===== src/rtl/fp_pkg.sv =====
// Shared single-precision float definitions: FSM encoding, field widths and canonical patterns.
// The DENORM state exists only when FP32_PACK_DENORM_EN is defined.
package fp_pkg;

   localparam int unsigned FP32_BIAS    = 127;
   localparam int unsigned FP32_EXP_MAX = 255;
   localparam int unsigned FP32_FRAC_W  = 23;
   localparam int unsigned FP32_EXP_W   = 8;
   localparam int unsigned FP32_W       = 32;

   // Magnitude patterns (everything below the sign bit).
   localparam logic [FP32_W-2:0] FP32_INF_MAG  = 31'h7F80_0000;
   localparam logic [FP32_W-2:0] FP32_ZERO_MAG = 31'h0000_0000;

`ifdef FP32_PACK_DENORM_EN
   typedef enum logic [2:0] {
      StIdle,
      StNorm,
      StRound,
      StDone,
      StDenorm
   } fp_pack_st_e;
`else
   typedef enum logic [1:0] {
      StIdle,
      StNorm,
      StRound,
      StDone
   } fp_pack_st_e;
`endif

   function automatic logic [FP32_W-1:0] fp32_assemble(
      input logic                  sign,
      input logic [FP32_EXP_W-1:0] expo,
      input logic [FP32_FRAC_W-1:0] frac
   );
      return {sign, expo, frac};
   endfunction

endpackage


===== src/rtl/fp32_round_pack.sv =====
// Combinational round-to-nearest-even, range check and packing of a normalised magnitude.
// Tiny operands (denormal path) pack with a zero exponent field unless rounding sets the hidden bit.
module fp32_round_pack
   import fp_pkg::*;
#(
   parameter int unsigned MW = 48,
   parameter int unsigned XW = 12
) (
   input  logic          sign_i,
   input  logic [XW-1:0] exp_i,
   input  logic [MW-2:0] mant_i,
   input  logic          sticky_i,
   input  logic          tiny_i,
   output logic [31:0]   data_o,
   output logic          ovf_o,
   output logic          unf_o,
   output logic          inexact_o
);

   localparam int unsigned SigW = FP32_FRAC_W + 1;
   localparam logic [XW-1:0] ExpMax = XW'(FP32_EXP_MAX);

   logic [SigW-1:0]       sig;
   logic [SigW:0]         sig_sum;
   logic [SigW-1:0]       sig_r;
   logic [XW-1:0]         exp_r;
   logic [FP32_EXP_W-1:0] field;
   logic                  guard;
   logic                  sticky;
   logic                  inc;
   logic                  carry;
   logic                  zero;
   logic                  big;
   logic                  nonpos;

   assign sig    = mant_i[MW-2 -: SigW];
   assign guard  = mant_i[MW-26];
   assign sticky = sticky_i | (|mant_i[MW-27:0]);
   assign zero   = (mant_i == '0) && !sticky_i;

   assign inc     = guard & (sticky | sig[0]);
   assign sig_sum = {1'b0, sig} + {{SigW{1'b0}}, inc};
   assign carry   = sig_sum[SigW];
   assign sig_r   = carry ? {1'b1, {FP32_FRAC_W{1'b0}}} : sig_sum[SigW-1:0];
   assign exp_r   = exp_i + {{(XW-1){1'b0}}, carry};

   assign big    = !exp_r[XW-1] && (exp_r >= ExpMax);
   assign nonpos = exp_r[XW-1] || (exp_r == '0);
   // Hidden bit clear only happens for a tiny result that did not round up to the normal range.
   assign field  = sig_r[SigW-1] ? exp_r[FP32_EXP_W-1:0] : '0;

   always_comb begin
      data_o    = fp32_assemble(sign_i, field, sig_r[FP32_FRAC_W-1:0]);
      ovf_o     = 1'b0;
      unf_o     = 1'b0;
      inexact_o = guard | sticky;
      if (zero) begin
         data_o    = {sign_i, FP32_ZERO_MAG};
         inexact_o = 1'b0;
      end else if (big) begin
         data_o    = {sign_i, FP32_INF_MAG};
         ovf_o     = 1'b1;
         inexact_o = 1'b1;
      end else if (nonpos) begin
         data_o    = {sign_i, FP32_ZERO_MAG};
         unf_o     = 1'b1;
         inexact_o = 1'b1;
      end else begin
         unf_o = tiny_i & (guard | sticky);
      end
   end

endmodule


===== src/rtl/fp32_pack.sv =====
// Iterative fp32 result packer: normalise one bit per cycle, round, pack, valid/ready out.
// Define FP32_PACK_DENORM_EN for gradual underflow; otherwise tiny results flush to zero.
module fp32_pack
   import fp_pkg::*;
#(
   parameter int unsigned MW = 48,
   parameter int unsigned EW = 10
) (
   input  logic          clk,
   input  logic          rst_n,
   input  logic          in_valid,
   output logic          in_ready,
   input  logic          in_sign,
   input  logic [EW-1:0] in_exp,
   input  logic [MW-1:0] in_mant,
   output logic          out_valid,
   input  logic          out_ready,
   output logic [31:0]   out_data,
   output logic          out_ovf,
   output logic          out_unf,
   output logic          out_inexact
);

   localparam int unsigned   XW   = EW + 2;
   localparam logic [XW-1:0] XOne = XW'(1);

   fp_pack_st_e   state_q, state_d;
   logic          sign_q, sign_d;
   logic [XW-1:0] exp_q, exp_d;
   logic [MW-1:0] mant_q, mant_d;
   logic          sticky_q, sticky_d;
   logic [31:0]   out_data_q, out_data_d;
   logic          out_ovf_q, out_ovf_d;
   logic          out_unf_q, out_unf_d;
   logic          out_inexact_q, out_inexact_d;
   logic          tiny;

   logic [31:0]   rp_data;
   logic          rp_ovf;
   logic          rp_unf;
   logic          rp_inexact;

`ifdef FP32_PACK_DENORM_EN
   localparam logic [4:0] DenormCap = 5'd26;
   logic [4:0] cnt_q, cnt_d;
   logic       tiny_q, tiny_d;
   assign tiny = tiny_q;
`else
   assign tiny = 1'b0;
`endif

   fp32_round_pack #(
      .MW (MW),
      .XW (XW)
   ) u_round_pack (
      .sign_i    (sign_q),
      .exp_i     (exp_q),
      .mant_i    (mant_q[MW-2:0]),
      .sticky_i  (sticky_q),
      .tiny_i    (tiny),
      .data_o    (rp_data),
      .ovf_o     (rp_ovf),
      .unf_o     (rp_unf),
      .inexact_o (rp_inexact)
   );

   always_comb begin
      state_d       = state_q;
      sign_d        = sign_q;
      exp_d         = exp_q;
      mant_d        = mant_q;
      sticky_d      = sticky_q;
      out_data_d    = out_data_q;
      out_ovf_d     = out_ovf_q;
      out_unf_d     = out_unf_q;
      out_inexact_d = out_inexact_q;
`ifdef FP32_PACK_DENORM_EN
      cnt_d         = cnt_q;
      tiny_d        = tiny_q;
`endif
      unique case (state_q)
         StIdle: begin
            if (in_valid) begin
               sign_d   = in_sign;
               exp_d    = {{2{in_exp[EW-1]}}, in_exp};
               mant_d   = in_mant;
               sticky_d = 1'b0;
`ifdef FP32_PACK_DENORM_EN
               cnt_d    = '0;
               tiny_d   = 1'b0;
`endif
               state_d  = StNorm;
            end
         end
         StNorm: begin
            // A nonzero magnitude needs at most MW-2 left shifts to reach bit MW-2.
            if (mant_q == '0) begin
               state_d = StRound;
            end else if (mant_q[MW-1]) begin
               mant_d   = mant_q >> 1;
               sticky_d = sticky_q | mant_q[0];
               exp_d    = exp_q + XOne;
            end else if (!mant_q[MW-2]) begin
               mant_d = mant_q << 1;
               exp_d  = exp_q - XOne;
            end else begin
`ifdef FP32_PACK_DENORM_EN
               if (exp_q[XW-1] || (exp_q == '0)) begin
                  tiny_d  = 1'b1;
                  state_d = StDenorm;
               end else begin
                  state_d = StRound;
               end
`else
               state_d = StRound;
`endif
            end
         end
`ifdef FP32_PACK_DENORM_EN
         StDenorm: begin
            mant_d   = mant_q >> 1;
            sticky_d = sticky_q | mant_q[0];
            exp_d    = exp_q + XOne;
            cnt_d    = cnt_q + 5'd1;
            if (exp_d == XOne) begin
               state_d = StRound;
            end else if (cnt_d == DenormCap) begin
               // Past the cap the whole magnitude lies below the guard bit.
               mant_d   = '0;
               sticky_d = sticky_q | (|mant_q);
               exp_d    = XOne;
               state_d  = StRound;
            end
         end
`endif
         StRound: begin
            out_data_d    = rp_data;
            out_ovf_d     = rp_ovf;
            out_unf_d     = rp_unf;
            out_inexact_d = rp_inexact;
            state_d       = StDone;
         end
         StDone: begin
            if (out_ready) begin
               state_d = StIdle;
            end
         end
         default: state_d = StIdle;
      endcase
   end

   always_ff @(posedge clk or negedge rst_n) begin
      if (!rst_n) begin
         state_q       <= StIdle;
         sign_q        <= 1'b0;
         exp_q         <= '0;
         mant_q        <= '0;
         sticky_q      <= 1'b0;
         out_data_q    <= '0;
         out_ovf_q     <= 1'b0;
         out_unf_q     <= 1'b0;
         out_inexact_q <= 1'b0;
`ifdef FP32_PACK_DENORM_EN
         cnt_q         <= '0;
         tiny_q        <= 1'b0;
`endif
      end else begin
         state_q       <= state_d;
         sign_q        <= sign_d;
         exp_q         <= exp_d;
         mant_q        <= mant_d;
         sticky_q      <= sticky_d;
         out_data_q    <= out_data_d;
         out_ovf_q     <= out_ovf_d;
         out_unf_q     <= out_unf_d;
         out_inexact_q <= out_inexact_d;
`ifdef FP32_PACK_DENORM_EN
         cnt_q         <= cnt_d;
         tiny_q        <= tiny_d;
`endif
      end
   end

   assign in_ready    = (state_q == StIdle);
   assign out_valid   = (state_q == StDone);
   assign out_data    = out_data_q;
   assign out_ovf     = out_ovf_q;
   assign out_unf     = out_unf_q;
   assign out_inexact = out_inexact_q;

endmodule


===== config.mk =====
export PLATFORM = sky130hd
export DESIGN_NAME = fp32_pack
export DESIGN_NICKNAME = d
export VERILOG_FILES = /design/src/rtl/fp_pkg.sv /design/src/rtl/fp32_round_pack.sv /design/src/rtl/fp32_pack.sv
export SDC_FILE = /design/constraint.sdc
export NUM_CORES = 1
export LEC_CHECK = 0
export CORE_AREA = 2 2 79 156
export CTS_BUF_LIST = sky130_fd_sc_hd__clkbuf_16
export DETAILED_ROUTE_END_ITERATION = 6
export DIE_AREA = 0 0 81 158
export GPL_ROUTABILITY_DRIVEN = 0
export PLACE_DENSITY = 0.78
export SLEW_MARGIN = 10
export SYNTH_ARGS = -nofsm -noshare
export SYNTH_HDL_FRONTEND = slang
export SYNTH_SLANG_ARGS = --single-unit

===== constraint.sdc =====
create_clock -name clk -period 10.65 [get_ports clk]
set_input_delay 1.065 -clock clk [delete_from_list [all_inputs] [get_ports clk]]
set_output_delay 1.065 -clock clk [all_outputs]
set_load 0.01 [all_outputs]

==> results.yml <==
cells_and_area:
  diodes: 0
  nNetsFinal: 817
  postLayoutCellArea_um2: 7543
  syn_to_final_growth_pct: 20.48
  stdcell_count: 885
  drive_gt1_share_pct: 8.243
  seq_area_um2: 2477
  fillers: 971
  multi_input_area_um2: 3452
route:
  wirelength_um: 16130
  viasPerCell: 6.292
  drc: 0
  drtIter0Drc: 479
  wl_per_cell_um: 18.23
  drtAntennaViolNets: 0
  wl_met1_um: 6380
  wl_met3_um: 656
  via_count: 5568
  dr.pass1.iters: 5
  highest_layer: "met4"
  wl_met2_um: 8670
timing:
  tightest_slew_ns: 0.9920
  whs_ns: 0.4960
  setup_violations: 0
  period_needed_ns: 4.448
  tns_ns: 0
  drv_slew: 0
  fmax_ghz: 0.2248
  finalHoldViolCount: 0
  clock_skew_ns: 0.01087
  rsz0062_at_grt: "no"
  slew-limit-headroom_pct: 33.69
  post-route-period-util_pct: 41.76
global_routing:
  grt_max_degree: 66
  grt_pass1_wl_um: 26570
  gr-usage-all-layers_pct: 26.23
  grt-ovfl-total: 0
  grt_antenna_before_repair: 0
  first_global_vias: 5547
worst_setup_path:
  required_ns: 10.93
  cp-start-kind: "flop"
  critPathLaunch: "mant_q[22]"
  r2r_cells: 14
  worstSetupPathType: "reg -> reg"
  setup.worst_path.end_class: "flop"
  critPathMaxFanout: 22
  rr_startpoint: "mant_q[22]"
  cp.arrival_ns: 4.73
placement:
  portBuffers: 99
  placed_cells: 869
  placed_area_um2: 7223
  post-dp-hpwl_um: 11230
pwr:
  p_per_area_nw_per_um2: 295.9
  power_mw: 2.232
  vdd_drop_max_v: 0.0002003
  leakagePower_nw: 3.079
die:
  die_area_um2: 12800
  die_h_um: 158
  die_width_um: 81
  start_util_pct: 53.83
  ios: 100
  num_rows: 56
  core_um2: 11630
clock_network:
  numCtsBuffers: 9
  cts_sinks: 99
  cts_root_buffer: "clkbuf_16"
  clockBufferDepth: 2
  clk_latency_ns: 0.35
  tritoncts: "yes"
  post-cts-setup-buffer-count: 0
  cts_resized: 0
  cts.clk_slew.worst_paths_ns: 0.08
  h-tree-depth: 3
  postCtsHoldBufs: 0
hold_path:
  min_from: "out_data[12]"
  holdPathStages: 1
  hp-class: "reg -> reg"
synthesis:
  async_reset_ff_share_pct: 100.0
  synth.top_cells.by_count: "dfrtp_1 (99), nand2_1 (84), nor2_1 (65)"
  netlist_area_um2: 6261
  synth_top_area_share_pct: 39.57
  synth_edf_count: 0
  ys.flop_type: "dfrtp_1"
  synth_area_per_cell_um2: 9.221
  synth_most_common_cell: "dfrtp_1"
  netlist_instances: 679
  synth_seq_cells: 99
  synth_area_leaders: "dfrtp_1 (40%), a221oi_1 (5.3%), nand2_1 (5.0%)"
  yosys_warnings: 0
  synth_area_leader_cell: "dfrtp_1"
  seq_area_frac_synth_pct: 39.57
  syn_nets: 761
  yosys.cell_types.count: 61
status:
  outcome: "finished clean"
run:
  drv_cap: 0
## worst paths after layout
check / slack [ns] / endpoint
min: 0.50 / out_data[12]
max: 6.20 / out_data[7]
min in group asynchronous: 0.71 / out_data[7]
min reg2reg: 0.50 / out_data[12]
max in group asynchronous: 8.77 / exp_q[0]
max reg2reg: 6.20 / out_data[7]
## per-stage QoR
stage | utilization (%) | worst slack [ns]
2_1_floorplan | - | 6.880
3_3_place_gp | 62.10 | 6.498
3_5_place_dp | 62.10 | 6.284
4_1_cts | 64.86 | 6.265
5_1_grt | 64.86 | 5.878
6_report | 64.86 | 6.202
## cell usage in the layout (no fill, tap or decap), drive strengths merged, types with 2 or more instances in the layout
cell,Yosys,layout
and4,6,6
nand3,19,19
mux2,5,5
o2bb2ai,28,28
clkdlybuf4s50,0,98
a21o,9,9
nor4,12,12
inv,14,17
nand4,10,10
o31ai,41,41
xor2,20,20
clkbuf,42,9
nand2,84,84
xnor2,18,18
mux2i,11,11
o211ai,3,3
or4b,2,2
a221oi,38,38
clkinv,1,4
nor2b,4,4
a22oi,7,7
ha,18,18
o21bai,2,2
and2,3,3
o21ai,30,30
a31oi,3,3
nor2,65,65
buf,21,10
nor3,8,8
a311oi,2,2
o22a,4,4
a21oi,19,19
dfrtp,99,99
o221ai,2,2
nand2b,6,6
and3,6,6
## report_power, final
part | switching (mW) | total (mW) | internal [mW]
Combinational | 0.641 | 1.13 | 0.487
Sequential | 0.228 | 0.754 | 0.527
Clock | 0.161 | 0.350 | 0.189
## layout make-up
| type | count | area share [%] |
|---|---|---|
| multi-input combinational | 502 | 45.76 |
| sequential | 99 | 32.84 |
| timing repair buffer | 108 | 14.00 |
| clock buffer | 9 | 2.986 |
| tap | 145 | 2.405 |
| clock inverter | 7 | 1.261 |
| inverter | 15 | 0.7464 |
## metal layers
layer | vias to the layer above | track usage [%]
met1 | 2730 | 31.06
met2 | 186 | 46.99
li1 | 2621 | -
met4 | 0 | 10.25
met5 | - | 0
met3 | 31 | 3.421
## registers in the layout, indices dropped and copies added, names as in the netlist
name,count
mant_q,48
out_data,32
exp_q,12
state_q,2
out_inexact,1
out_ovf,1
out_unf,1
sign_q,1
sticky_q,1
## cell families (layout without fill, tap and decap cells)
kind of cell	after synthesis	after routing	synth area share, %
multiplexers	16	16	2.718
XOR/XNOR	38	38	5.316
buffers and inverters	78	139	5.555
AO/OA/AOI/OAI	198	198	25.62
flip-flops	99	99	39.57
AND/OR/NAND/NOR	231	231	17.31
adder cells (fa/ha/maj)	19	19	3.917
## worst max-delay path, cell delays in order, from the launching register on
cell and delay (ns):
dfrtp_1 0.51, and2_1 0.20, ha_1 0.20, and4_1 0.26, nand4_1 0.30, nor2_1 0.31
and3_1 0.27, ha_1 0.21, ha_1 0.27, nand3_1 0.14, nor2_1 0.17, xor2_1 0.11
a311o_1 0.42, or4b_4 0.78, o2bb2ai_2 0.22
Note: power is estimated with default switching activity, not from simulation.
